[src/rtl/sort_result_streamer_if.sv]
// Signal bundle between the result streamer and its environment: sort completion,
// the memory read port, and the output word stream with its status flags.
interface sort_result_streamer_if #(
  parameter int DATA_W = 8,
  parameter int ADDR_W = 4
);
  logic              sort_done;
  logic              mem_rd;
  logic [ADDR_W-1:0] mem_addr;
  logic [DATA_W-1:0] mem_rdata;
  logic              busy;
  logic              out_valid;
  logic              out_ready;
  logic [DATA_W-1:0] out_data;
  logic              out_last;
  logic              order_err;
  logic              stream_done;

  modport master (
    input  sort_done, mem_rdata, out_ready,
    output mem_rd, mem_addr, busy, out_valid, out_data, out_last, order_err, stream_done
  );

  modport slave (
    output sort_done, mem_rdata, out_ready,
    input  mem_rd, mem_addr, busy, out_valid, out_data, out_last, order_err, stream_done
  );
endinterface

[src/rtl/sort_result_streamer.sv]
// Streams the sorted memory out in address order after the sort completes,
// alternating a fetch cycle with an offer cycle, and flags any descending neighbour pair.
module sort_result_streamer #(
  parameter int DATA_W = 8,
  parameter int ADDR_W = 4,
  parameter int DEPTH  = 16
) (
  input  logic                    clk,
  input  logic                    rst,
  sort_result_streamer_if.master  bus
);

  typedef enum logic [1:0] {IDLE, FETCH, SEND, FIN} state_t;

  localparam logic [ADDR_W-1:0] LAST = ADDR_W'(DEPTH - 1);

  state_t            state_q, state_d;
  logic [ADDR_W-1:0] addr_q, addr_d;
  logic [DATA_W-1:0] data_q, data_d;
  logic [DATA_W-1:0] prev_q, prev_d;
  logic              err_q, err_d;

  always_ff @(posedge clk or posedge rst) begin
    if (rst) begin
      state_q <= IDLE;
      addr_q  <= '0;
      data_q  <= '0;
      prev_q  <= '0;
      err_q   <= 1'b0;
    end else begin
      state_q <= state_d;
      addr_q  <= addr_d;
      data_q  <= data_d;
      prev_q  <= prev_d;
      err_q   <= err_d;
    end
  end

  always_comb begin
    state_d = state_q;
    addr_d  = addr_q;
    data_d  = data_q;
    prev_d  = prev_q;
    err_d   = err_q;
    unique case (state_q)
      IDLE: if (bus.sort_done) begin
        addr_d  = '0;
        err_d   = 1'b0;
        state_d = FETCH;
      end
      FETCH: begin
        data_d  = bus.mem_rdata;
        prev_d  = bus.mem_rdata;
        // The first word has no predecessor; prev is stale from the last run.
        if (addr_q != '0 && bus.mem_rdata < prev_q) err_d = 1'b1;
        state_d = SEND;
      end
      SEND: if (bus.out_ready) begin
        if (addr_q == LAST) begin
          state_d = FIN;
        end else begin
          addr_d  = addr_q + 1'b1;
          state_d = FETCH;
        end
      end
      FIN: state_d = IDLE;
      default: state_d = IDLE;
    endcase
  end

  assign bus.mem_rd      = (state_q == FETCH);
  assign bus.mem_addr    = addr_q;
  assign bus.busy        = (state_q != IDLE);
  assign bus.out_valid   = (state_q == SEND);
  assign bus.out_data    = data_q;
  assign bus.out_last    = (state_q == SEND) && (addr_q == LAST);
  assign bus.order_err   = err_q;
  assign bus.stream_done = (state_q == FIN);

endmodule

[src/flat_wrapper.sv]
// flat-port wrapper written by rule: the top's interface ports become plain ports
module sort_result_streamer_flat 
#(
  parameter int DATA_W = 8,
  parameter int ADDR_W = 4,
  parameter int DEPTH  = 16
)
  (clk, rst, bus_sort_done, bus_mem_rdata, bus_out_ready, bus_mem_rd, bus_mem_addr, bus_busy, bus_out_valid, bus_out_data, bus_out_last, bus_order_err, bus_stream_done);
  sort_result_streamer_if #(.DATA_W(DATA_W), .ADDR_W(ADDR_W)) bus_i ();
  input  logic clk;
  input  logic rst;
  input wire logic [$bits(bus_i.sort_done)-1:0] bus_sort_done;
  input wire logic [$bits(bus_i.mem_rdata)-1:0] bus_mem_rdata;
  input wire logic [$bits(bus_i.out_ready)-1:0] bus_out_ready;
  output wire logic [$bits(bus_i.mem_rd)-1:0] bus_mem_rd;
  output wire logic [$bits(bus_i.mem_addr)-1:0] bus_mem_addr;
  output wire logic [$bits(bus_i.busy)-1:0] bus_busy;
  output wire logic [$bits(bus_i.out_valid)-1:0] bus_out_valid;
  output wire logic [$bits(bus_i.out_data)-1:0] bus_out_data;
  output wire logic [$bits(bus_i.out_last)-1:0] bus_out_last;
  output wire logic [$bits(bus_i.order_err)-1:0] bus_order_err;
  output wire logic [$bits(bus_i.stream_done)-1:0] bus_stream_done;
  assign bus_i.sort_done = bus_sort_done;
  assign bus_i.mem_rdata = bus_mem_rdata;
  assign bus_i.out_ready = bus_out_ready;
  assign bus_mem_rd = bus_i.mem_rd;
  assign bus_mem_addr = bus_i.mem_addr;
  assign bus_busy = bus_i.busy;
  assign bus_out_valid = bus_i.out_valid;
  assign bus_out_data = bus_i.out_data;
  assign bus_out_last = bus_i.out_last;
  assign bus_order_err = bus_i.order_err;
  assign bus_stream_done = bus_i.stream_done;
  sort_result_streamer #(.DATA_W(DATA_W), .ADDR_W(ADDR_W), .DEPTH(DEPTH)) u_core (.clk(clk), .rst(rst), .bus(bus_i));
endmodule
[config.mk]
export PLATFORM = sky130hd
export DESIGN_NAME = sort_result_streamer_flat
export DESIGN_NICKNAME = d
export VERILOG_FILES = /design/src/rtl/sort_result_streamer_if.sv /design/src/rtl/sort_result_streamer.sv /design/src/flat_wrapper.sv
export SDC_FILE = /design/constraint.sdc
export NUM_CORES = 1
export LEC_CHECK = 0
export CORE_MARGIN = 1
export CORE_UTILIZATION = 34
export DETAILED_ROUTE_END_ITERATION = 7
export GPL_TIMING_DRIVEN = 0
export PLACE_DENSITY = 0.72
export RECOVER_POWER = 25
export SLEW_MARGIN = 20
export SYNTH_ARGS = -nofsm -noshare
export SYNTH_HDL_FRONTEND = slang
export SYNTH_SLANG_ARGS = --single-unit
[constraint.sdc]
create_clock -name clk -period 2.36 [get_ports clk]
set_input_delay 0.708 -clock clk [delete_from_list [all_inputs] [get_ports clk]]
set_output_delay 0.708 -clock clk [all_outputs]
set_load 0.05 [all_outputs]
# --- Yosys cells after proc, flatten, opt, wreduce, memory -nomap -nowiden ---
# Cells that the tools add are included.
word_totals:
  reg_bits: 15
  output_inout_bits: 18
op_classes:
  mux: 11
  n_addsub: 1
  eq_ne: 8
  n_lt_le_gt_ge: 1
  reduce_logical: 10
ops:
  columns: ["operator", "count"]
  rows:
  - ["two-way mux 4 bit", 3]
  - ["less-than comparator 8 bit", 1]
  - ["one-hot mux 2 bit (4 select lines)", 1]
  - ["one-hot mux 4 bit (2 select lines)", 1]
  - ["two-way mux 2 bit", 3]
  - ["!= test 2 bit, second input constant", 3]
  - ["nonzero test 2 bit", 3]
  - ["adder 4 x 1 -> 4 bit, second input constant", 1]
  - ["equality test 2 bit, second input constant", 2]
  - ["equality test 4 bit, second input constant", 1]
  - ["AND reduction 4 bit", 1]
  - ["nonzero test 4 bit", 1]
  - ["AND reduction 3 bit", 1]
  - ["equality test 2 x 1 -> 1 bit, second input constant", 1]
  - ["logical AND 1 bit", 2]
  - ["zero test 2 bit", 1]
  - ["two-way mux 1 bit", 2]
  - ["!= test 2 x 1 -> 1 bit, second input constant", 1]
  - ["one-hot mux 1 bit (2 select lines)", 1]
  - ["AND reduction 2 bit", 1]

# --- Logic depth before layout (Yosys ltp) ---
depth:
  word_depth: 4
  ltp_mapped: 6
  depth_no_buf: 6

# --- Worst setup path after synthesis ---
# OpenSTA, ideal clock, no wires.
synth_timing:
  kind: "register to output"
  from: "register u_core.state_q[1]"
  to: "output bus_out_last"
  slack_ps: 137
  arrival_time_ps: 1515
  stages_incl_launch_ff: 4
  path_cell_list: "dfrtp_1 or2b_1 inv_1 and2_1"
synth_via:
  elab_chain_len: 2
synth_lines:
  columns: ["item", "line_no", "rtl"]
  rows:
  - ["start: declaration", "sort_result_streamer.sv:17", "state_t state_q, state_d;"]
  - ["start signal: assignment", "sort_result_streamer.sv:31", "state_q <= state_d;"]
  - ["equality test 2 bit", null, null]
  - ["via bus_out_valid", "flat_wrapper.sv:18", "output wire logic [$bits(bus_i.out_valid)-1:0] bus_out_valid;"]
  - ["logical AND 1 bit", "sort_result_streamer.sv:76", "assign bus.out_last = (state_q == SEND) && (addr_q == LAST);"]
  - ["end: declaration", "flat_wrapper.sv:20", "output wire logic [$bits(bus_i.out_last)-1:0] bus_out_last;"]
# The timed path passes the listed nets, and every way through them passes these cells.

# --- Worst setup path in the final report ---
layout_timing:
  from: "register u_core.state_q[1]"
  to: "output bus_mem_rd"
layout_via:
  elab_chain_len: 1
layout_lines:
  columns: ["item", "line_no", "rtl"]
  rows:
  - ["equality test 2 x 1 -> 1 bit", "sort_result_streamer.sv:71", "assign bus.mem_rd = (state_q == FETCH);"]
  - ["end: declaration", "flat_wrapper.sv:15", "output wire logic [$bits(bus_i.mem_rd)-1:0] bus_mem_rd;"]
# No other way between the ends.

==> impl_results.md <==
- Slew @ Worst Pin: 599 ps
- Synth top area cells: dfrtp_1 (45%), ha_1 (13%), nand2_1 (6.3%), o21ai_0 (6.0%), inv_1 (5.4%)
- Crit start category: register
- Layout Nets: 143
- Drt total wl: 1.72 mm
- Die width: 51.7 um
- FP Rows: 17
- Critical path's top delay family: buffers and inverters
- Avg Cell Area, Syn: 9.43 um2
- FF/Latch Area: 375 um2
- Slew headroom: 60.0%
- Crit Path Max Fanout: 10
- Top-area cell type share of the netlist area: between 40% and 50%
- RSZ-0062 raised after global routing: no
- Min-delay src: u_core.bus.order_err
- Initial Utilization: 36.9%
- Final WS setup: 96.6 ps
- First-pass DRT Iterations: 4
- Clock Sinks: 15
- #FFs+latches synth: 15
- Antenna Nets Post-Route: 0
- Slowest cell on the critical path: dfrtp_1
- Setup crit start: u_core.state_q[1]
- Highest clock rate: 442 MHz
- Reg2reg setup slack: between 700 and 800 ps
- FILL cells: 218
- Met3 usage: 1.75%
- Max stage delay on crit path: 450 ps
- Crit path DAT: roughly 1600 ps
- DR WL/cell: 11.6 um
- # H-tree levels: 1
- Worst-path clk slew: 100 ps
- Placed cell count: 146
- Final Critical Period: ~2300 ps
- Total grt overflow: 0
- Cell Pwr Density: 1370 nW/um2
- Worst Setup Path Type: reg2out
- Met2 GRT Util: between 20% and 30%
- Post-route setup TNS: 0 ps
- I/O pin count: 30
- Critical Path Stages: 3
- Leading area contributor after synthesis: dfrtp_1
- Status: complete, no violations
- ANT cells: 0
- Yosys warning total: 0
- Hold WS: 509 ps
- Die ar.: 2670 um2
- Pin count of the biggest net entering global routing: 16
- Core Region: ~2300 um2
- DR vias: ~730
- Pre-CTS setup slack: -448 ps
- Die Ht: between 50 and 60 um
- Net Count, Synth: 110
- Lkg Pwr: 0.563 nW
- First-pass GRT wire length: 2.91 mm
- Setup-failing EPs final: 0
- Critical path cell sequence: and2b_4, buf_2, clkbuf_4
- Clock Tree Root: clkbuf_4
- Post-synth cell types: 27
- Clock Skews: 6.02 ps
- Longest Clk Path Bufs: 2
- Critical R2R Launch: u_core.bus.mem_addr[0]
- Multi-input gate area: 412 um2
- Final Cycle Share: approximately 96%
- Worst path buffer plus inverter count: 2
- Mapped Area: 840 um2
- DP Wirelength: ~1.3 mm
- Hold Path Class: reg2reg
- Vias per inst: 4.87
- Layer with the highest usage: met2
- Top_reg_cell synth: dfrtp_1
- Asr flop ratio synth: 100%
- Clock Latency Late Sink: 280 ps
- Hold Path Sink: u_core.bus.order_err
- Placer Congestion: between 0.7 and 0.8
- Required time of the worst setup path: about 1700 ps
- Residual DRC: 0
- # Max-Cap Violations: 0
- Share of cells above drive strength 1: 9.92%
- R2R depth: 5
- Area grow syn2layout: 40.1%
- WHS Path Cells: 2
- Initial antenna violation count: 0
- Crit path capture type: output port
- Port bufs: 29
- Sequential area share after synthesis: between 40% and 50%
- Post-synth EDFFs: 0
- Capturing point of the worst reg2reg path: u_core.bus.mem_addr[3]
- Fin cells: 149
- Syn Inst Count: 89
- Total Routing Usage GR: 15.0%
- Fin. Hold Viols: 0
- First DRT Iteration DRCs: 6
- Peak VDD IR: 0.000836 V
- TritonCTS Buffers: 3
- Number of global-route vias before repair: 713
- GR Layer Usage met1: 17.9%
- CTS tree: yes
- Slew Limit Fails: 0
==> metrics by stage <==
| step | power (mW) | area (um2) | util [%] |
|---|---|---|---|
| floorplan | 1.15 | 840 | - |
| global placement | 1.48 | 1160 | 51.2 |
| detailed placement | 1.49 | 1160 | 51.2 |
| CTS | 1.63 | 1170 | 51.6 |
| global route | 1.73 | 1180 | 51.7 |
| finish | 1.61 | 1180 | 51.7 |
==> how the worst max path moves through the flow <==
stage,to,slack [ps]
final,bus_mem_rd,100
after CTS,bus_out_valid,3
after global routing,bus_mem_rd,10
after detailed placement,bus_mem_rd,-450
after floorplan,bus_out_last,140
after global placement,bus_mem_rd,-450
==> worst reg2reg max path: cells and delay by family, from the launching register on <==
kind	cells	cell delay [ps]
fa+ha+maj	1	220
simple gates	2	360
compound gates	1	380
mux	1	140
flops	1	420
==> Yosys cell counts, types with 2 or more instances <==
| cell type | number |
|---|---|
| mux2i_1 | 3 |
| nor2_1 | 4 |
| nand2_1 | 14 |
| o21ai_0 | 10 |
| dfrtp_1 | 15 |
| nand2b_1 | 2 |
| ha_1 | 9 |
| inv_1 | 12 |
| nand3_1 | 2 |
==> timing repair <==
action,in CTS,in global routing
resized for setup,14,4
hold endpoints to repair,0,0
buffers inserted,0,0
cloned,0,0
endpoints found under the setup margin,5,3
hold buffers,0,0
==> flip-flops by register name, indices dropped and copies added, names as in the netlist <==
name / count
u_core.state_q: 2
u_core.bus.mem_addr: 4
u_core.bus.order_err: 1
u_core.bus.out_data: 8
==> cell usage in the layout, fill, tap and decap left out, types with 2 or more instances in the layout <==
cell	netlist	layout
clkdlybuf4s50_1	0	23
inv_1	12	12
ha_1	9	9
nand2_1	14	14
nand3_1	2	2
dlygate4sd2_1	0	2
nand2b_1	2	2
mux2i_1	3	3
o21ai_0	10	10
nor2_1	4	4
dfrtp_1	15	15
clkbuf_4	0	5
==> report_power, final <==
| part | internal, mW | switching, mW |
|---|---|---|
| registers | 0.360 | 0.0794 |
| clock network | 0.0656 | 0.0860 |
| logic | 0.348 | 0.675 |
==> logic make-up (layout without fill, tap and decap cells) <==
logic type               after synthesis  count (layout)  synth area share [%]
AND/OR/NAND/NOR                       30              30                  17.6
AO/OA/AOI/OAI                         17              17                  13.0
flip-flops                            15              15                  44.7
buffers and inverters                 14              46                  6.41
adder cells (fa/ha/maj)                9               9                  13.4
multiplexers                           4               4                  4.92
==> area by class of cell <==
class,count,share of cell area (%)
multi-input combinational,60,35.0
sequential,15,31.9
timing repair buffer,29,23.6
inverter,12,3.83
tap,28,2.98
clock buffer,4,2.23
buffer,1,0.426
==> routing by layer <==
metal	share of wire (%)	vias to the layer above	wire length, um
li1	-	361	-
met1	47	341	801
met2	48	20	835
met3	4.1	4	71
met4	0.81	0	14
met5	0	-	0
Power figures use the tool's default switching activity.
